## config.mk

```make
export PLATFORM = sky130hd
export DESIGN_NAME = meta_chooser
export DESIGN_NICKNAME = d
export VERILOG_FILES = /design/src/rtl/meta_chooser.sv
export SDC_FILE = /design/constraint.sdc
export NUM_CORES = 2
export LEC_CHECK = 0
export BUFFER_PORTS_ARGS = -buffer_cell sky130_fd_sc_hd__buf_2
export CORE_UTILIZATION = 50
export DETAILED_ROUTE_END_ITERATION = 16
export PLACE_DENSITY = 0.75
export SETUP_SLACK_MARGIN = 0.1
export SYNTH_ARGS = -nofsm -noshare
export SYNTH_HDL_FRONTEND = slang
export SYNTH_SLANG_ARGS = --single-unit
```

## constraint.sdc

```tcl
create_clock -name CLK -period 31 [get_ports CLK]
set_clock_uncertainty 0.1 [all_clocks]
set_input_delay 1.55 -clock CLK [delete_from_list [all_inputs] [get_ports CLK]]
set_output_delay 1.55 -clock CLK [all_outputs]
set_load 0.005 [all_outputs]
```

## src/rtl/meta_chooser.sv

```systemverilog
// Tournament chooser: per-entry saturating counters pick global vs local predictor; table swept to INIT_VAL after reset.
// Latency: lookup registered, 1 cycle; no backpressure (updates always accepted in RUN, dropped during the init sweep).
module meta_chooser #(
  parameter int IDX_BITS  = 10,
  parameter int CTR_BITS  = 2,
  parameter int HIST_BITS = 10,
  parameter int HASH_MODE = 0,
  parameter int INIT_VAL  = 2**(CTR_BITS-1)-1
) (
  input  logic        CLK,
  input  logic        RESET,
  input  logic [31:0] Instr_input,
  input  logic [31:0] Instr_addr_input,
  input  logic        Upd_valid,
  input  logic [31:0] Upd_addr,
  input  logic        Upd_global_correct,
  input  logic        Upd_local_correct,
  input  logic        Upd_taken,
  output logic        Use_global,
  output logic        Pred_is_branch,
  output logic        Ready
);

  localparam int DEPTH = 2**IDX_BITS;
  localparam logic [CTR_BITS-1:0] CTR_MAX  = {CTR_BITS{1'b1}};
  localparam logic [CTR_BITS-1:0] CTR_INIT = CTR_BITS'(INIT_VAL);
  localparam logic [IDX_BITS-1:0] PTR_LAST = IDX_BITS'(DEPTH-1);

  typedef enum logic {
    ST_INIT,
    ST_RUN
  } state_t;

  state_t                state_q, state_d;
  logic [IDX_BITS-1:0]   ptr_q, ptr_d;
  logic [HIST_BITS-1:0]  ghr_q, ghr_d;
  logic                  use_global_q, use_global_d;
  logic                  is_branch_q, is_branch_d;
  logic                  ready_q, ready_d;

  logic [CTR_BITS-1:0]   ctr_mem [DEPTH];

  logic                  wr_en;
  logic [IDX_BITS-1:0]   wr_idx;
  logic [CTR_BITS-1:0]   wr_dat;

  logic [IDX_BITS-1:0]   lk_idx, up_idx;
  logic [CTR_BITS-1:0]   lk_ctr, up_ctr;
  logic                  lk_branch;
  logic [HIST_BITS:0]    ghr_ext;
  logic                  unused_ok;

  function automatic logic is_cond_branch(input logic [31:0] instr);
    logic [5:0] opcode;
    logic [4:0] rt;
    opcode = instr[31:26];
    rt     = instr[20:16];
    case (opcode)
      6'b000100, 6'b000101, 6'b000110, 6'b000111: is_cond_branch = 1'b1;
      6'b000001: is_cond_branch = (rt == 5'b00000) || (rt == 5'b00001) ||
                                  (rt == 5'b10000) || (rt == 5'b10001);
      default:   is_cond_branch = 1'b0;
    endcase
  endfunction

  // gshare: history is zero-extended into the low index bits
  function automatic logic [IDX_BITS-1:0] calc_idx(input logic [31:0] addr,
                                                   input logic [HIST_BITS-1:0] ghr);
    logic [IDX_BITS-1:0] base;
    base = addr[IDX_BITS+1:2];
    if (HASH_MODE != 0) base = base ^ IDX_BITS'(ghr);
    calc_idx = base;
  endfunction

  assign lk_idx    = calc_idx(Instr_addr_input, ghr_q);
  assign up_idx    = calc_idx(Upd_addr, ghr_q);
  assign lk_ctr    = ctr_mem[lk_idx];
  assign up_ctr    = ctr_mem[up_idx];
  assign lk_branch = is_cond_branch(Instr_input);
  assign ghr_ext   = {ghr_q, Upd_taken};

  assign unused_ok = ^{Instr_addr_input[31:IDX_BITS+2], Instr_addr_input[1:0],
                       Upd_addr[31:IDX_BITS+2], Upd_addr[1:0], ghr_ext[HIST_BITS]};

  always_comb begin
    state_d      = state_q;
    ptr_d        = ptr_q;
    ghr_d        = ghr_q;
    use_global_d = use_global_q;
    is_branch_d  = is_branch_q;
    ready_d      = ready_q;
    wr_en        = 1'b0;
    wr_idx       = ptr_q;
    wr_dat       = CTR_INIT;

    case (state_q)
      ST_INIT: begin
        wr_en        = 1'b1;
        wr_idx       = ptr_q;
        wr_dat       = CTR_INIT;
        use_global_d = 1'b1;
        is_branch_d  = 1'b0;
        if (ptr_q == PTR_LAST) begin
          state_d = ST_RUN;
          ready_d = 1'b1;
        end else begin
          ptr_d = ptr_q + IDX_BITS'(1);
        end
      end

      ST_RUN: begin
        // Lookup reads the pre-write table, so a same-index update is not visible yet
        is_branch_d  = lk_branch;
        use_global_d = lk_branch ? lk_ctr[CTR_BITS-1] : 1'b1;
        if (Upd_valid) begin
          ghr_d  = ghr_ext[HIST_BITS-1:0];
          wr_idx = up_idx;
          if (Upd_global_correct && !Upd_local_correct && (up_ctr != CTR_MAX)) begin
            wr_en  = 1'b1;
            wr_dat = up_ctr + CTR_BITS'(1);
          end else if (Upd_local_correct && !Upd_global_correct && (up_ctr != '0)) begin
            wr_en  = 1'b1;
            wr_dat = up_ctr - CTR_BITS'(1);
          end
        end
      end

      default: begin
        state_d = ST_INIT;
        ptr_d   = '0;
      end
    endcase
  end

  always_ff @(posedge CLK or negedge RESET) begin
    if (!RESET) begin
      state_q      <= ST_INIT;
      ptr_q        <= '0;
      ghr_q        <= '0;
      use_global_q <= 1'b1;
      is_branch_q  <= 1'b0;
      ready_q      <= 1'b0;
    end else begin
      state_q      <= state_d;
      ptr_q        <= ptr_d;
      ghr_q        <= ghr_d;
      use_global_q <= use_global_d;
      is_branch_q  <= is_branch_d;
      ready_q      <= ready_d;
    end
  end

  // Table is not reset; the init sweep rewrites every entry instead
  always_ff @(posedge CLK) begin
    if (wr_en) ctr_mem[wr_idx] <= wr_dat;
  end

  assign Use_global     = use_global_q;
  assign Pred_is_branch = is_branch_q;
  assign Ready          = ready_q;

endmodule

```

==> impl_metrics.csv <==
group,metric,value,unit
sta,layout_setup_ws,18.90,ns
sta,rsz0062_at_grt,"false",
route,viasPerCell,7.09,
yosys,synthSimpleGateAreaFrac,6.59,%
route,drc,0,
floorplanning,core,184000,um2
yosys,synth_cells,5616,
global_routing,track_usage,31.1,%
global_routing,grt_overflow_total,0,
cts,clock_latency,0.89,ns
final_layout,regArea,61900,um2
power,power_density,55.4,nW/um2
cts,clk_path_buf_depth,3,
setup_path,start_kind,"input pin",
cts,cts_tree,"built",
yosys,yosysUniqueCellTypes,74,
yosys,syn-cell-area,92700,um2
hold_path,hp-start,"Ready$_DFFE_PN0P_",
route,vias,57700,
yosys,ys_ff_latch,2062,
route,routed_wl,291000,um
route,drt_iter0_drc,10500,
yosys,syn-num-nets,5721,
place,hpwlAfterDp,169000,um
hold_path,whs_path_depth,1,
final_layout,drive_above_1_share,21.4,%
yosys,synth_top_family_by_area,"multiplexers",
cts,cts_sinks,2062,
final_layout,syn_to_final_growth,9.06,%
floorplanning,initial_core_util,50.5,%
floorplanning,die_w,433,um
sta,fmax,82.6,MHz
floorplanning,io_pins,105,
setup_path,setup.worst_path.class,"in -> reg",
yosys,ys.flop_type,"edfxtp_1",
hold_path,min_to,"Ready$_DFFE_PN0P_",
power,total_power,5.60,mW
route,dr.pass1.iters,8,
final_layout,final_common_cell,"edfxtp_1",
setup_path,critPathRequiredTime,31.39,ns
floorplanning,die_area,187000,um2
floorplanning,rows,157,
final_layout,multi_input_area,28500,um2
setup_path,r2r_end,"ctr_mem[53][0]$_DFFE_PP_",
cts,hold_buffers,0,
sta,finalSetupTns,0,ns
yosys,synth_compound_area_share,4.28,%
place,port_buffers,36,
cts,ctsHtreeMaxLevel,4,
setup_path,reg2reg_slack,23.05,ns
sta,post-route-min-period,12.10,ns
power,leakagePower,30.3,nW
global_routing,antenna_found_initial,8,
final_layout,n_fill_cell,13800,
cts,postCtsSetupBuffers,0,
setup_path,rr_startpoint,"ctr_mem[19][0]$_DFFE_PP_",
yosys,yosysWarnings,0,
global_routing,grt_pass1_vias,56900,
setup_path,ff2ff_path_depth,16,
yosys,ys_seq_area_share,66.7,%
sta,fin_crit_sh,39.0,%
sta,slew_viol_final,119,
global_routing,grt_pass1_wl,409000,um
yosys,synthMuxAreaShare,19.6,%
final_layout,fin_util,55.0,%
sta,slew_headroom,-4.13,%
place,dp_worst_setup_slack,18.26,ns
run_status,status,"finished with violations",
yosys,async_reset_ff_share,0.679,%
sta,final-setup-viol-count,0,
route,routedWlPerCell,35.7,um
final_layout,fin_nets,5609,
yosys,synth-adder-area-share,0.0405,%
setup_path,critPathArrivalTime,12.49,ns
place,gp_congestion,0.926,
setup_path,end_kind,"flip-flop",
cts,tritoncts.num_buffers,197,
yosys,synth_xor_area_share,0.0945,%
yosys,synth_edf_count,2048,
sta,hold_viol,0,
hold_path,worstHoldPathType,"reg -> reg",
floorplanning,die_y,433,um
job,maxCapViolations,0,
route,ant_nets,0,
final_layout,final_cell_mix,"edfxtp_1, nor2_1, mux4_2, mux2i_1, clkbuf_16",
cts,clk_pin_slew,0.06,ns
cts,cts_resized,0,
sta,tightest_slew,1.56,ns
yosys,avgSynthCellArea,16.5,um2
setup_path,cp_max_fo,216,
cts,root_buffer,"clkbuf_16",
power,vdd_drop_max,0.0672,mV
global_routing,grt_max_degree,283,
run_status,violations,"max-slew violations",
-- Yosys cell counts (all sizes together) (28+ instances only) --
cell type  count  area (um2)
edfxtp      2048       61500
nor2        1075        4040
mux4         671       15100
mux2i        277        2770
clkbuf       260         976
buf          232        1440
nand2        178         668
o21ai         86         430
a21oi         84         420
a22oi         80         601
o22ai         64         400
o221ai        62         543
nand3         55         280
nor3          43         215
a211oi        30         225
a22o          28         245
a31oi         28         175
-- worst max-delay path by stage --
stage | startpoint | end | slack (ns) | cells past startpoint
floorplan | Upd_addr[2] | ctr_mem[0][1]$_DFFE_PP_ | 9.11 | 17
global placement | Upd_addr[2] | ctr_mem[38][0]$_DFFE_PP_ | 18.52 | 20
detailed placement | Upd_addr[2] | ctr_mem[39][0]$_DFFE_PP_ | 18.26 | 21
CTS | Upd_addr[2] | ctr_mem[36][0]$_DFFE_PP_ | 19.12 | 21
global route | Upd_addr[2] | ctr_mem[457][0]$_DFFE_PP_ | 18.43 | 20
finish | Upd_addr[2] | ctr_mem[53][0]$_DFFE_PP_ | 18.90 | 21
-- cells by family (layout without fill, tap and decap cells) --
family / count (synthesis) / in the layout
fa+ha+maj: 3 / 3
compound gates: 568 / 568
other cells: 0 / 17
buf+inv: 509 / 554
simple gates: 1492 / 1492
flops: 2062 / 2062
xor+xnor: 10 / 10
mux: 972 / 972
-- layer usage --
layer  up-vias  part of all wire (%)  GRT usage [%]
li1      22200                     -              -
met1     29400                    33           40.4
met2      5041                    45           45.9
met3      1061                    15           9.19
met4         6                   7.2           19.8
met5         -                 0.017              0
-- per-stage QoR --
stage / hold slack [ns] / cells / instance area (um2)
CTS: 0.385 / 8125 / 101000
global placement: 0.360 / 7769 / 94900
finish: 0.382 / 8142 / 101000
floorplan: 0.368 / 5616 / 92700
detailed placement: 0.361 / 7769 / 94900
global route: 0.417 / 8126 / 101000
-- where the power goes --
group          internal [mW]  switching, mW  total (mW)
Sequential              3.02              0        3.02
Clock                   1.28           1.06        2.33
Combinational         0.0736          0.179       0.253
-- critical path, stage by stage --
cell and delay (ns):
buf_8 0.29, buf_4 0.77, buf_12 0.49, buf_4 0.66, buf_4 0.63, buf_4 0.68
mux4_2 0.61, a21oi_1 0.25, a211oi_1 0.13, nor4_1 0.49, nor4_1 0.24, a22oi_1 0.61
and3_1 0.27, ha_1 0.13, nand2b_1 0.10, o21ai_0 0.24, nand2_1 0.26, a31o_4 0.85
buf_12 0.69, buf_4 0.93, buf_4 0.97
-- flip-flops by register name, summed over array words and instances, names as in the netlist --
name and cells:
Pred_is_branch 1, Ready 1, Use_global 1, ctr_mem 2048, ptr_q 10, state_q 1
-- cell type report --
| cell class | instances | area share (%) |
|---|---|---|
| clock buffers | 248 | 5.09 |
| well taps | 2464 | 3.05 |
| multi-input cells | 3045 | 28.2 |
| inverters | 17 | 0.0668 |
| flip-flops and latches | 2062 | 61.2 |
| clock inverters | 108 | 0.938 |
| diodes | 17 | 0.0421 |
| repair buffers | 181 | 1.41 |
Note: power is estimated with default switching activity, not from simulation.
